## config.mk

```make
export PLATFORM = sky130hd
export DESIGN_NAME = mem_arbiter_flat
export DESIGN_NICKNAME = d
export VERILOG_FILES = /design/src/rtl/mem_arbiter_pkg.sv /design/src/rtl/mem_arbiter_if.sv /design/src/rtl/mem_arbiter.sv /design/src/flat_wrapper.sv
export SDC_FILE = /design/constraint.sdc
export NUM_CORES = 1
export LEC_CHECK = 0
export CORE_UTILIZATION = 40
export DETAILED_ROUTE_END_ITERATION = 7
export MAX_ROUTING_LAYER = met4
export PLACE_DENSITY = 0.8
export SLEW_MARGIN = 20
export SYNTH_ARGS = -nofsm -noshare
export SYNTH_HDL_FRONTEND = slang
export SYNTH_SLANG_ARGS = --single-unit
```

## constraint.sdc

```tcl
create_clock -name clk -period 1.9 [get_ports clk]
set_input_delay 0.19 -clock clk [delete_from_list [all_inputs] [get_ports clk]]
set_output_delay 0.19 -clock clk [all_outputs]
set_load 0.005 [all_outputs]
```

## src/rtl/mem_arbiter_pkg.sv

```systemverilog
// Shared constants, state encoding and helpers for mem_arbiter.
package mem_arbiter_pkg;

    typedef enum logic [1:0] {
        ARB_IDLE     = 2'b00,
        ARB_IF_BUSY  = 2'b01,
        ARB_MEM_BUSY = 2'b10
    } arb_state_e;

    localparam logic        RST_ENABLE      = 1'b1;
    localparam logic        CHIP_ENABLE     = 1'b1;
    localparam logic        CHIP_DISABLE    = 1'b0;
    localparam logic        WRITE_ENABLE    = 1'b1;
    localparam logic        WRITE_DISABLE   = 1'b0;
    localparam logic [31:0] ZERO_WORD       = 32'h0000_0000;
    localparam logic [3:0]  SEL_ALL         = 4'b1111;
    localparam int          DEFAULT_TIMEOUT = 255;

    // A port may be granted only while it requests and is not in its done cycle.
    function automatic logic port_eligible(input logic req, input logic done);
        return req & ~done;
    endfunction

endpackage

```

## src/rtl/mem_arbiter_if.sv

```systemverilog
// Requester and memory-port signal bundle for mem_arbiter; bus_err exists only with ARB_TIMEOUT_EN.
interface mem_arbiter_if #(
    parameter int ADDR_W = 32,
    parameter int DATA_W = 32
);
    logic              if_req;
    logic [ADDR_W-1:0] if_addr;
    logic [DATA_W-1:0] if_rdata;
    logic              if_done;
    logic              mem_req;
    logic              mem_we;
    logic [3:0]        mem_sel;
    logic [ADDR_W-1:0] mem_addr;
    logic [DATA_W-1:0] mem_wdata;
    logic [DATA_W-1:0] mem_rdata;
    logic              mem_done;
    logic              stallreq_if;
    logic              stallreq_mem;
    logic              ram_ce;
    logic              ram_we;
    logic [3:0]        ram_sel;
    logic [ADDR_W-1:0] ram_addr;
    logic [DATA_W-1:0] ram_wdata;
    logic [DATA_W-1:0] ram_rdata;
    logic              ram_ack;
`ifdef ARB_TIMEOUT_EN
    logic              bus_err;
`endif

    // Arbiter side
    modport slave (
`ifdef ARB_TIMEOUT_EN
        output bus_err,
`endif
        input  if_req, if_addr, mem_req, mem_we, mem_sel, mem_addr, mem_wdata,
        input  ram_rdata, ram_ack,
        output if_rdata, if_done, mem_rdata, mem_done, stallreq_if, stallreq_mem,
        output ram_ce, ram_we, ram_sel, ram_addr, ram_wdata
    );

    // Requester / memory-model side
    modport master (
`ifdef ARB_TIMEOUT_EN
        input  bus_err,
`endif
        output if_req, if_addr, mem_req, mem_we, mem_sel, mem_addr, mem_wdata,
        output ram_rdata, ram_ack,
        input  if_rdata, if_done, mem_rdata, mem_done, stallreq_if, stallreq_mem,
        input  ram_ce, ram_we, ram_sel, ram_addr, ram_wdata
    );

endinterface

```

## src/rtl/mem_arbiter.sv

```systemverilog
// mem_arbiter: one-transaction-at-a-time arbiter of the external memory port, MEM before IF.
// Define ARB_TIMEOUT_EN to add the BUSY watchdog and the bus_err output.
module mem_arbiter
    import mem_arbiter_pkg::*;
#(
    parameter int ADDR_W  = 32,
    parameter int DATA_W  = 32,
    parameter int TIMEOUT = DEFAULT_TIMEOUT
) (
    input  logic         clk,
    input  logic         rst,
    mem_arbiter_if.slave bus
);

    arb_state_e        state_r, state_s;
    logic              ram_ce_r, ram_ce_s;
    logic              ram_we_r, ram_we_s;
    logic [3:0]        ram_sel_r, ram_sel_s;
    logic [ADDR_W-1:0] ram_addr_r, ram_addr_s;
    logic [DATA_W-1:0] ram_wdata_r, ram_wdata_s;
    logic [DATA_W-1:0] if_rdata_r, if_rdata_s;
    logic [DATA_W-1:0] mem_rdata_r, mem_rdata_s;
    logic              if_done_r, if_done_s;
    logic              mem_done_r, mem_done_s;
    logic [DATA_W-1:0] done_data_s;
    logic              expired_s;

`ifdef ARB_TIMEOUT_EN
    localparam int CNT_W = $clog2(TIMEOUT + 1);
    logic [CNT_W-1:0] cnt_r, cnt_s;
    logic             bus_err_r, bus_err_s;
    // The ack check comes first below, so an ack in the expiry cycle wins.
    assign expired_s   = (cnt_r == CNT_W'(TIMEOUT - 1));
    assign bus.bus_err = bus_err_r;
`else
    assign expired_s   = 1'b0;
`endif

    // Grant selection, field latching and completion decode.
    always_comb begin
        state_s     = state_r;
        ram_ce_s    = ram_ce_r;
        ram_we_s    = ram_we_r;
        ram_sel_s   = ram_sel_r;
        ram_addr_s  = ram_addr_r;
        ram_wdata_s = ram_wdata_r;
        if_rdata_s  = if_rdata_r;
        mem_rdata_s = mem_rdata_r;
        if_done_s   = 1'b0;
        mem_done_s  = 1'b0;
        done_data_s = DATA_W'(ZERO_WORD);
`ifdef ARB_TIMEOUT_EN
        cnt_s       = cnt_r;
        bus_err_s   = 1'b0;
`endif
        case (state_r)
            ARB_IDLE: begin
                if (port_eligible(bus.mem_req, mem_done_r)) begin
                    state_s     = ARB_MEM_BUSY;
                    ram_ce_s    = CHIP_ENABLE;
                    ram_we_s    = bus.mem_we;
                    ram_sel_s   = bus.mem_we ? bus.mem_sel : SEL_ALL;
                    ram_addr_s  = bus.mem_addr;
                    ram_wdata_s = bus.mem_wdata;
`ifdef ARB_TIMEOUT_EN
                    cnt_s       = {CNT_W{1'b0}};
`endif
                end else if (port_eligible(bus.if_req, if_done_r)) begin
                    state_s     = ARB_IF_BUSY;
                    ram_ce_s    = CHIP_ENABLE;
                    ram_we_s    = WRITE_DISABLE;
                    ram_sel_s   = SEL_ALL;
                    ram_addr_s  = bus.if_addr;
                    ram_wdata_s = DATA_W'(ZERO_WORD);
`ifdef ARB_TIMEOUT_EN
                    cnt_s       = {CNT_W{1'b0}};
`endif
                end else begin
                    state_s = ARB_IDLE;
                end
            end
            ARB_IF_BUSY, ARB_MEM_BUSY: begin
                if (bus.ram_ack || expired_s) begin
                    state_s  = ARB_IDLE;
                    ram_ce_s = CHIP_DISABLE;
                    if (bus.ram_ack && !ram_we_r) begin
                        done_data_s = bus.ram_rdata;
                    end else begin
                        done_data_s = DATA_W'(ZERO_WORD);
                    end
                    if (state_r == ARB_MEM_BUSY) begin
                        mem_done_s  = 1'b1;
                        mem_rdata_s = done_data_s;
                    end else begin
                        if_done_s  = 1'b1;
                        if_rdata_s = done_data_s;
                    end
`ifdef ARB_TIMEOUT_EN
                    bus_err_s = ~bus.ram_ack;
`endif
                end else begin
                    state_s = state_r;
`ifdef ARB_TIMEOUT_EN
                    cnt_s   = cnt_r + CNT_W'(1);
`endif
                end
            end
            default: begin
                state_s  = ARB_IDLE;
                ram_ce_s = CHIP_DISABLE;
            end
        endcase
    end

    // State and output registers; reset abandons any open transaction.
    always_ff @(posedge clk) begin
        if (rst == RST_ENABLE) begin
            state_r     <= ARB_IDLE;
            ram_ce_r    <= CHIP_DISABLE;
            ram_we_r    <= WRITE_DISABLE;
            ram_sel_r   <= 4'b0000;
            ram_addr_r  <= ADDR_W'(ZERO_WORD);
            ram_wdata_r <= DATA_W'(ZERO_WORD);
            if_rdata_r  <= DATA_W'(ZERO_WORD);
            mem_rdata_r <= DATA_W'(ZERO_WORD);
            if_done_r   <= 1'b0;
            mem_done_r  <= 1'b0;
`ifdef ARB_TIMEOUT_EN
            cnt_r       <= {CNT_W{1'b0}};
            bus_err_r   <= 1'b0;
`endif
        end else begin
            state_r     <= state_s;
            ram_ce_r    <= ram_ce_s;
            ram_we_r    <= ram_we_s;
            ram_sel_r   <= ram_sel_s;
            ram_addr_r  <= ram_addr_s;
            ram_wdata_r <= ram_wdata_s;
            if_rdata_r  <= if_rdata_s;
            mem_rdata_r <= mem_rdata_s;
            if_done_r   <= if_done_s;
            mem_done_r  <= mem_done_s;
`ifdef ARB_TIMEOUT_EN
            cnt_r       <= cnt_s;
            bus_err_r   <= bus_err_s;
`endif
        end
    end

    assign bus.ram_ce       = ram_ce_r;
    assign bus.ram_we       = ram_we_r;
    assign bus.ram_sel      = ram_sel_r;
    assign bus.ram_addr     = ram_addr_r;
    assign bus.ram_wdata    = ram_wdata_r;
    assign bus.if_rdata     = if_rdata_r;
    assign bus.mem_rdata    = mem_rdata_r;
    assign bus.if_done      = if_done_r;
    assign bus.mem_done     = mem_done_r;
    assign bus.stallreq_if  = port_eligible(bus.if_req, if_done_r);
    assign bus.stallreq_mem = port_eligible(bus.mem_req, mem_done_r);

endmodule

```

## src/flat_wrapper.sv

```systemverilog
// flat-port wrapper written by rule: the top's interface ports become plain ports
module mem_arbiter_flat import mem_arbiter_pkg::*;
#(
    parameter int ADDR_W  = 32,
    parameter int DATA_W  = 32,
    parameter int TIMEOUT = DEFAULT_TIMEOUT
)
  (clk, rst, bus_if_req, bus_if_addr, bus_mem_req, bus_mem_we, bus_mem_sel, bus_mem_addr, bus_mem_wdata, bus_ram_rdata, bus_ram_ack, bus_if_rdata, bus_if_done, bus_mem_rdata, bus_mem_done, bus_stallreq_if, bus_stallreq_mem, bus_ram_ce, bus_ram_we, bus_ram_sel, bus_ram_addr, bus_ram_wdata);
  mem_arbiter_if #(.ADDR_W(ADDR_W), .DATA_W(DATA_W)) bus_i ();
  input  logic clk;
  input  logic rst;
  input wire logic [$bits(bus_i.if_req)-1:0] bus_if_req;
  input wire logic [$bits(bus_i.if_addr)-1:0] bus_if_addr;
  input wire logic [$bits(bus_i.mem_req)-1:0] bus_mem_req;
  input wire logic [$bits(bus_i.mem_we)-1:0] bus_mem_we;
  input wire logic [$bits(bus_i.mem_sel)-1:0] bus_mem_sel;
  input wire logic [$bits(bus_i.mem_addr)-1:0] bus_mem_addr;
  input wire logic [$bits(bus_i.mem_wdata)-1:0] bus_mem_wdata;
  input wire logic [$bits(bus_i.ram_rdata)-1:0] bus_ram_rdata;
  input wire logic [$bits(bus_i.ram_ack)-1:0] bus_ram_ack;
  output wire logic [$bits(bus_i.if_rdata)-1:0] bus_if_rdata;
  output wire logic [$bits(bus_i.if_done)-1:0] bus_if_done;
  output wire logic [$bits(bus_i.mem_rdata)-1:0] bus_mem_rdata;
  output wire logic [$bits(bus_i.mem_done)-1:0] bus_mem_done;
  output wire logic [$bits(bus_i.stallreq_if)-1:0] bus_stallreq_if;
  output wire logic [$bits(bus_i.stallreq_mem)-1:0] bus_stallreq_mem;
  output wire logic [$bits(bus_i.ram_ce)-1:0] bus_ram_ce;
  output wire logic [$bits(bus_i.ram_we)-1:0] bus_ram_we;
  output wire logic [$bits(bus_i.ram_sel)-1:0] bus_ram_sel;
  output wire logic [$bits(bus_i.ram_addr)-1:0] bus_ram_addr;
  output wire logic [$bits(bus_i.ram_wdata)-1:0] bus_ram_wdata;
  assign bus_i.if_req = bus_if_req;
  assign bus_i.if_addr = bus_if_addr;
  assign bus_i.mem_req = bus_mem_req;
  assign bus_i.mem_we = bus_mem_we;
  assign bus_i.mem_sel = bus_mem_sel;
  assign bus_i.mem_addr = bus_mem_addr;
  assign bus_i.mem_wdata = bus_mem_wdata;
  assign bus_i.ram_rdata = bus_ram_rdata;
  assign bus_i.ram_ack = bus_ram_ack;
  assign bus_if_rdata = bus_i.if_rdata;
  assign bus_if_done = bus_i.if_done;
  assign bus_mem_rdata = bus_i.mem_rdata;
  assign bus_mem_done = bus_i.mem_done;
  assign bus_stallreq_if = bus_i.stallreq_if;
  assign bus_stallreq_mem = bus_i.stallreq_mem;
  assign bus_ram_ce = bus_i.ram_ce;
  assign bus_ram_we = bus_i.ram_we;
  assign bus_ram_sel = bus_i.ram_sel;
  assign bus_ram_addr = bus_i.ram_addr;
  assign bus_ram_wdata = bus_i.ram_wdata;
  mem_arbiter #(.ADDR_W(ADDR_W), .DATA_W(DATA_W), .TIMEOUT(TIMEOUT)) u_core (.clk(clk), .rst(rst), .bus(bus_i));
endmodule
```

# --- After elaboration in Yosys (flattened, before gate mapping) ---
# Index checks and enable logic that the tools add are counted.
# Widths: inputs -> output; s select.
word_totals:
  register_bits: 138
  input_bits: 138
  output_inout_bits: 138
  elab_cells: 51
op_classes:
  eq_ne: 4
  mux: 20
  n_bitwise: 7
  reduce_logical: 10
op_table:
  columns: ["operator", "n"]
  rows:
  - ["$mux 32", 5]
  - ["$mux 4", 3]
  - ["$mux 1", 8]
  - ["$reduce_and 3->1", 2]
  - ["$not 1->1", 5]
  - ["$mux 2", 2]
  - ["$pmux 2 s2", 1]
  - ["$reduce_and 2->1", 2]
  - ["$ne 3x3->1 const B", 1]
  - ["$reduce_or 3->1", 1]
  - ["$and 1x1->1", 2]
  - ["$eq 2x1->1 const B", 1]
  - ["$eq 2x2->1 const B", 1]
  - ["$logic_not 2->1", 1]
  - ["$ne 2x2->1 const B", 1]
  - ["$pmux 1 s2", 1]
  - ["$reduce_bool 2->1", 1]
  - ["$reduce_or 2->1", 1]
  - ["$logic_and 1x1->1", 1]
  - ["$logic_not 1->1", 1]

# --- Logic depth before layout (Yosys ltp) ---
# Gate-level depths: netlist of run 1.
depth:
  word_depth: 5
  depth_mapped: 7
  ltp_nobuf: 5

# --- Worst setup path after synthesis of run 1 ---
# OpenSTA, ideal clock, no wires.
synth_path:
  path_kind: "register -> register"
  start: "reg u_core.state_r[0]"
  end: "reg u_core.ram_wdata_r[31] (netlist: u_core.bus.ram_wdata[31])"
  setup_ps: 117
  arrival_time_ps: 1349
  setup_slack_ps: 434
  stages_incl_launch_ff: 8
  path_buffers: 2
  synth_period_minus_slack_ps: 1466
  cell_sequence: "dfxtp_1 > inv_1 > ha_1 > nor2b_4 > and2_1 > buf_4 > buf_6 > a32o_1"
synth_via:
  elab_chain_len: 2
synth_lines:
  columns: ["element", "line", "rtl"]
  rows:
  - ["from (decl)", "mem_arbiter.sv:15", "arb_state_e state_r, state_s;"]
  - ["from (signal assigned)", "mem_arbiter.sv:133", "state_r <= state_s;"]
  - ["$logic_not 2->1", "mem_arbiter.sv:56", "case (state_r)"]
  - ["$reduce_and 2->1 (no line)", null, null]
  - ["to (signal assigned)", "mem_arbiter.sv:123", "ram_wdata_r <= DATA_W'(ZERO_WORD);"]
  - ["to (signal assigned)", "mem_arbiter.sv:138", "ram_wdata_r <= ram_wdata_s;"]
  - ["to (decl)", "mem_arbiter.sv:20", "logic [DATA_W-1:0] ram_wdata_r, ram_wdata_s;"]
# Every way passes these cells.
# A chain may end at the register's enable or synchronous reset.

# --- Worst setup path after layout of run 1 ---
layout_path:
  start: "reg u_core.mem_done_r (netlist: u_core.bus.mem_done)"
  end: "out bus_stallreq_mem"
layout_via:
  elab_chain_len: 2
layout_lines:
  columns: ["element", "line", "rtl"]
  rows:
  - ["from (decl)", "mem_arbiter.sv:24", "logic mem_done_r, mem_done_s;"]
  - ["from (signal assigned)", "mem_arbiter.sv:142", "mem_done_r <= mem_done_s;"]
  - ["$not 1->1", "mem_arbiter_pkg.sv:21", "return req & ~done;"]
  - ["$and 1x1->1", "mem_arbiter_pkg.sv:21", null]
  - ["to (decl)", "flat_wrapper.sv:26", "output wire logic [$bits(bus_i.stallreq_mem)-1:0] bus_stallreq_mem;"]
# Every way passes these cells.

==> flow_metrics.py, run 1 <==
metrics = {
    "run_status": {
        "status": "finished clean",
    },
    "clocking": {
        "cts_made_buffers": 17,
        "cts_tree": "built",
        "cts.sink_count": 138,
        "hold_buffers": 0,
        "insertion_delay_ps": 410,
        "h-tree-depth": 4,
        "root_buffer": "clkbuf_16",
        "cts_resized": 0,
        "cts_setup_buffers": 0,
        "clockBufferDepth": 2,
        "clk_pin_slew_worst_paths_ps": 50,
    },
    "synth": {
        "synth-async-reset-ratio_pct": 0,
        "synth.avg_cell_area_um2": 9.92,
        "syn_area_um2": 5450,
        "yosys.area.top_type": "dfxtp_1",
        "synth_top_family_by_area": "compound AO/OA/AOI/OAI gates",
        "synth_simple_gate_area_share_pct": 12.8,
        "synth.area.mux_share_pct": 5.87,
        "synth_warnings": 0,
        "syn_nets": 690,
        "synthDistinctLibCells": 28,
        "synthFlopType": "dfxtp_1",
        "synthAdderAreaFrac_pct": 0.459,
        "synth_top_area_share_pct": 50.7,
        "synth_edf_count": 0,
        "ys_ff_latch": 138,
        "yosysMostFrequentCell": "dfxtp_1",
        "synth_compound_area_share_pct": 21.5,
        "syn_inst": 550,
        "yosys-top-cells-count": "dfxtp_1, a21oi_1, nand2_1, nand3_1, inv_1",
        "synth_xor_area_share_pct": 0,
        "ys_seq_area_share_pct": 50.7,
        "ys_top_cells_by_area": "dfxtp_1, a21oi_1, nand3_1",
    },
    "route": {
        "post_drt_wl_per_cell_um": 16.8,
        "vias_per_cell": 5.22,
        "ant_nets": 0,
        "num_vias": 5201,
        "drcViolationCount": 0,
        "postRouteWirelength_um": 16700,
        "drt_iter0_markers": 304,
        "first_pass_iters": 4,
    },
    "timing": {
        "max_freq_ghz": 0.562,
        "setup_tns_ps": 0,
        "period_share_pct": 93.6,
        "fin_crit_ps": 1780,
        "worst_slack_ps": 121,
        "setup_violations": 0,
        "slew_viol_final": 0,
        "relSlewSlack_pct": 54.4,
        "finalClockSkew_ps": 5.95,
        "tightest_slew_ps": 683,
        "grt_setup_unrepaired": "no",
        "hold_viol": 0,
        "hold_ws_ps": 118,
    },
    "die": {
        "initial_core_util_pct": 41.0,
        "pin_count": 276,
        "die_x_um": 119,
        "dieArea_um2": 14100,
        "rows": 42,
        "dieHeight_um": 119,
        "core_um2": 13300,
    },
    "power": {
        "switchingPower_mw": 1.81,
        "p_clk_share_pct": 44.8,
        "p_comb_share_pct": 16.2,
        "p_int_mw": 6.25,
        "finalPower_mw": 8.05,
        "power_density_nw_per_um2": 896,
        "p_sw_share_pct": 22.4,
        "p_leak_nw": 3.23,
        "irDropWorstVdd_mv": 0.599,
        "seqPwrFrac_pct": 39.1,
    },
    "place": {
        "dp_hpwl_um": 11800,
        "portBuffers": 275,
        "place.gp.congestion": 0.863,
        "pre_cts_slack_ps": 128,
    },
    "global_routing": {
        "grt_pass1_vias": 5202,
        "grt_overflow": 0,
        "grt_usage_pct": 24.6,
        "grt_pass1_wl_um": 26400,
        "antenna_found_initial": 0,
        "grt_max_degree": 65,
    },
    "setup_path": {
        "crit_chain": "nor2b_4 > buf_12 > clkdlybuf4s50_1",
        "crit_family": "buffers and inverters",
        "arrival_ps": 1590,
        "critPathSlowestCell": "clkdlybuf4s50_1",
        "cp.required_ps": 1710,
        "start_kind": "flop",
        "worstPathMaxFanout": 13,
        "path_buf_inv": 2,
        "path_class": "reg -> out",
        "end_kind": "primary output",
        "slowest_delay_ps": 510,
    },
    "final_layout": {
        "fillers": 989,
        "multi_input_area_um2": 2230,
        "diodes": 0,
        "utilization_pct": 67.6,
        "seqCellArea_um2": 2760,
        "final_layout_size_suffix_gt1_share_pct": 9.51,
        "area_growth_pct": 64.9,
        "nets": 948,
    },
    "job": {
        "max_cap_viol_count": 0,
    },
    "worst_hold_path": {
        "min_path_type": "in -> reg",
    },
}
placed cells by master, fill, tap and decap left out, drive strengths merged, types with 2 or more instances in the layout:
| cell | count |
|---|---|
| clkdlybuf4s50 | 274 |
| dfxtp | 138 |
| a21oi | 67 |
| nand2 | 66 |
| nand3 | 66 |
| inv | 36 |
| mux2i | 32 |
| a32o | 32 |
| o32ai | 32 |
| clkbuf | 24 |
| buf | 19 |
| bufinv | 5 |
| nor2b | 5 |
| o221a | 4 |
| o21ai | 4 |
| nor2 | 3 |
| nand4b | 2 |
| ha | 2 |
layer usage:
layer | track usage, % | vias up | wire (um)
met4 | 9.26 | 0 | 284
met5 | - | - | 0
li1 | - | 2486 | -
met1 | 26.9 | 2452 | 6440
met2 | 41.4 | 240 | 8510
met3 | 8.25 | 23 | 1480
cell type report:
class / count / share of cell area [%]
clock inverter: 7 / 1.81
inverter: 36 / 1.50
tap: 176 / 2.45
timing repair buffer: 293 / 33.3
clock buffer: 24 / 5.36
multi-input combinational: 322 / 24.8
sequential: 138 / 30.7
registers in the layout (all words and copies together), names as in the netlist:
name / flops
u_core.bus.if_done: 1
u_core.bus.if_rdata: 32
u_core.bus.mem_done: 1
u_core.bus.mem_rdata: 32
u_core.bus.ram_addr: 32
u_core.bus.ram_ce: 1
u_core.bus.ram_sel: 4
u_core.bus.ram_wdata: 32
u_core.bus.ram_we: 1
u_core.state_r: 2
power by group through the flow:
stage | Sequential [mW] | Combinational (mW) | Clock (mW)
floorplan | 3.21 | 0.551 | 0
global placement | 3.20 | 1.27 | 0
detailed placement | 3.21 | 1.30 | 0
CTS | 3.15 | 1.31 | 3.68
global route | 3.16 | 1.40 | 3.80
finish | 3.15 | 1.30 | 3.60
stage by stage:
step	instances	cell area, um2
after floorplan	550	5450
after global placement	965	8350
after detailed placement	965	8350
after CTS	996	8990
after global routing	996	8990
final	996	8990
worst min-delay path, cell delays in order:
cell	delay, ps
buf_4	110
inv_1	70
o21ai_0	70
a21oi_1	40
path summary, 6_finish.rpt:
path                                          start                        to  slack (ps)  cells after the start
worst min register to register    u_core.bus.ram_ce         u_core.bus.ram_ce         450                      2
worst max register to register    u_core.state_r[0]  u_core.bus.ram_wdata[18]         350                      6
worst min-delay path                            rst         u_core.bus.ram_ce         120                      4
worst max-delay path            u_core.bus.mem_done          bus_stallreq_mem         120                      3
kinds of logic (layout without fill, tap and decap cells):
family,after synthesis,count (layout)
AO/OA/AOI/OAI,141,141
adder cells (fa/ha/maj),2,2
multiplexers,32,32
AND/OR/NAND/NOR,147,147
buffers and inverters,90,360
flip-flops,138,138
No activity file was read; power rests on OpenSTA's default activity.
==> run 2, diff against run 1 <==
--- a/config.mk
+++ b/config.mk
@@ -7,6 +7,7 @@
 export LEC_CHECK = 0
 export CORE_UTILIZATION = 40
 export DETAILED_ROUTE_END_ITERATION = 7
+export GPL_TIMING_DRIVEN = 0
 export MAX_ROUTING_LAYER = met4
 export PLACE_DENSITY = 0.8
 export SLEW_MARGIN = 20
==> run 2 against run 1 <==
Power down 7.2%; critical path depth unchanged; register-to-register slack worse by 190 ps; clock power down 17%; worst hold slack better by 240 ps; highest routed layer unchanged.
==> flow_metrics.py, run 2 (synthesis results as in run 1) <==
metrics = {
    "place": {
        "dp_hpwl_um": 13100,
        "place.gp.congestion": 0.872,
        "portBuffers": 275,
    },
    "power": {
        "p_sw_share_pct": 25.5,
        "p_int_mw": 5.57,
        "finalPower_mw": 7.47,
        "p_comb_share_pct": 18.0,
        "seqPwrFrac_pct": 42.0,
        "irDropWorstVdd_mv": 0.568,
        "switchingPower_mw": 1.91,
        "p_leak_nw": 3.30,
        "power_density_nw_per_um2": 828,
        "p_clk_share_pct": 40.0,
    },
    "clocking": {
        "cts_tree": "built",
        "h-tree-depth": 4,
        "cts_made_buffers": 17,
        "root_buffer": "clkbuf_16",
        "cts.sink_count": 138,
        "insertion_delay_ps": 420,
        "clockBufferDepth": 2,
        "clk_pin_slew_worst_paths_ps": 60,
    },
    "die": {
        "dieArea_um2": 14100,
        "core_um2": 13300,
        "pin_count": 276,
        "dieHeight_um": 119,
        "rows": 42,
        "die_x_um": 119,
        "initial_core_util_pct": 41.0,
    },
    "worst_hold_path": {
        "min_path_type": "in -> reg",
        "worstHoldStart": "bus_ram_rdata[19]",
        "hold_end": "u_core.bus.mem_rdata[19]",
        "whs_path_depth": 3,
    },
    "route": {
        "drt_iter0_markers": 231,
        "first_pass_iters": 4,
        "postRouteWirelength_um": 17300,
        "ant_nets": 0,
        "post_drt_wl_per_cell_um": 16.7,
        "num_vias": 5309,
        "drcViolationCount": 0,
        "vias_per_cell": 5.10,
    },
    "timing": {
        "fin_crit_ps": 1760,
        "tightest_slew_ps": 534,
        "max_freq_ghz": 0.569,
        "grt_setup_unrepaired": "no",
        "hold_viol": 0,
        "finalClockSkew_ps": 7.90,
        "relSlewSlack_pct": 64.4,
        "setup_violations": 0,
        "period_share_pct": 92.5,
        "slew_viol_final": 0,
    },
    "setup_path": {
        "ff2ff_path_depth": 6,
        "slowest_delay_ps": 500,
        "critPathSlowestCell": "clkdlybuf4s50_1",
        "crit_chain": "nor2b_4 > buf_12 > clkdlybuf4s50_1",
        "path_class": "reg -> out",
        "ff2ff_setup_slack_ps": 160,
        "start_kind": "flop",
        "worstPathMaxFanout": 11,
        "r2r_end": "u_core.bus.mem_rdata[6]",
        "end_kind": "primary output",
        "arrival_ps": 1570,
        "cp.required_ps": 1710,
        "reg2reg_from": "u_core.state_r[0]",
    },
    "final_layout": {
        "final_layout_size_suffix_gt1_share_pct": 12.8,
        "final_common_cell": "clkdlybuf4s50_1",
        "utilization_pct": 67.9,
        "nets": 991,
        "area_growth_pct": 65.4,
        "seqCellArea_um2": 2760,
        "mostFrequentLayoutCells": "clkdlybuf4s50_1, dfxtp_1, a21oi_1",
        "diodes": 0,
        "multi_input_area_um2": 2220,
        "fillers": 1029,
    },
    "job": {
        "max_cap_viol_count": 0,
    },
    "run_status": {
        "status": "finished clean",
    },
    "global_routing": {
        "antenna_found_initial": 0,
        "grt_overflow": 0,
        "grt_usage_pct": 25.5,
        "grt_pass1_vias": 5396,
        "grt_max_degree": 20,
        "grt_pass1_wl_um": 27300,
    },
}
==> run 2: worst max-delay path: cells and delay by family, from the launching register on <==
family	cells	cell delay, ps
buffers and inverters	2	640
flip-flops	1	350
AND/OR/NAND/NOR	1	150
==> run 2: through the flow <==
| stage | cell area [um2] | hold WS [ps] | setup TNS, ps | cells | setup slack, ps |
|---|---|---|---|---|---|
| 6_report | 9020 | 357 | 0 | 1040 | 143 |
| 3_5_place_dp | 8430 | 437 | -2150 | 1001 | -93.0 |
| 4_1_cts | 8960 | 348 | 0 | 1033 | 39.8 |
| 2_1_floorplan | 5450 | 316 | 0 | 550 | 434 |
| 3_3_place_gp | 8430 | 434 | -1200 | 1001 | -71.6 |
| 5_1_grt | 9020 | 366 | 0 | 1040 | 29.5 |
==> run 2: final cells by class <==
cell class,count,share of cell area [%]
flip-flops and latches,138,30.6
multi-input cells,322,24.6
inverters,36,1.50
clock buffers,21,5.10
well taps,176,2.44
repair buffers,283,31.2
plain buffers,53,3.80
clock inverters,11,0.804
==> run 2: layer usage <==
layer | global-route usage (%) | vias to the layer above | share of wire, %
met4 | 9.10 | 0 | 1.8
met2 | 43.6 | 209 | 50
li1 | - | 2572 | -
met1 | 27.6 | 2504 | 40
met3 | 8.40 | 24 | 8.1
met5 | - | - | 0
==> run 2: worst max-delay path by stage <==
| stage | start | end | slack, ps |
|---|---|---|---|
| after floorplan | u_core.state_r[0] | u_core.bus.ram_wdata[31] | 430 |
| final | u_core.bus.mem_done | bus_stallreq_mem | 140 |
| after CTS | u_core.bus.mem_done | bus_stallreq_mem | 40 |
| after global placement | rst | u_core.bus.if_rdata[27] | -70 |
| after detailed placement | rst | u_core.bus.if_rdata[29] | -90 |
| after global routing | u_core.state_r[0] | u_core.bus.mem_rdata[6] | 30 |
==> run 2: power groups by stage <==
stage	combinational [mW]	sequential, mW	clock [mW]
global route	1.44	3.16	3.16
finish	1.34	3.14	2.99
floorplan	0.551	3.21	0
global placement	1.30	3.20	0
CTS	1.34	3.14	3.02
detailed placement	1.33	3.21	0
==> run 2: repair_timing <==
item,CTS,global route
setup endpoints to repair,1,22
hold buffers,0,0
setup buffers,1,7
resized for setup,2,8
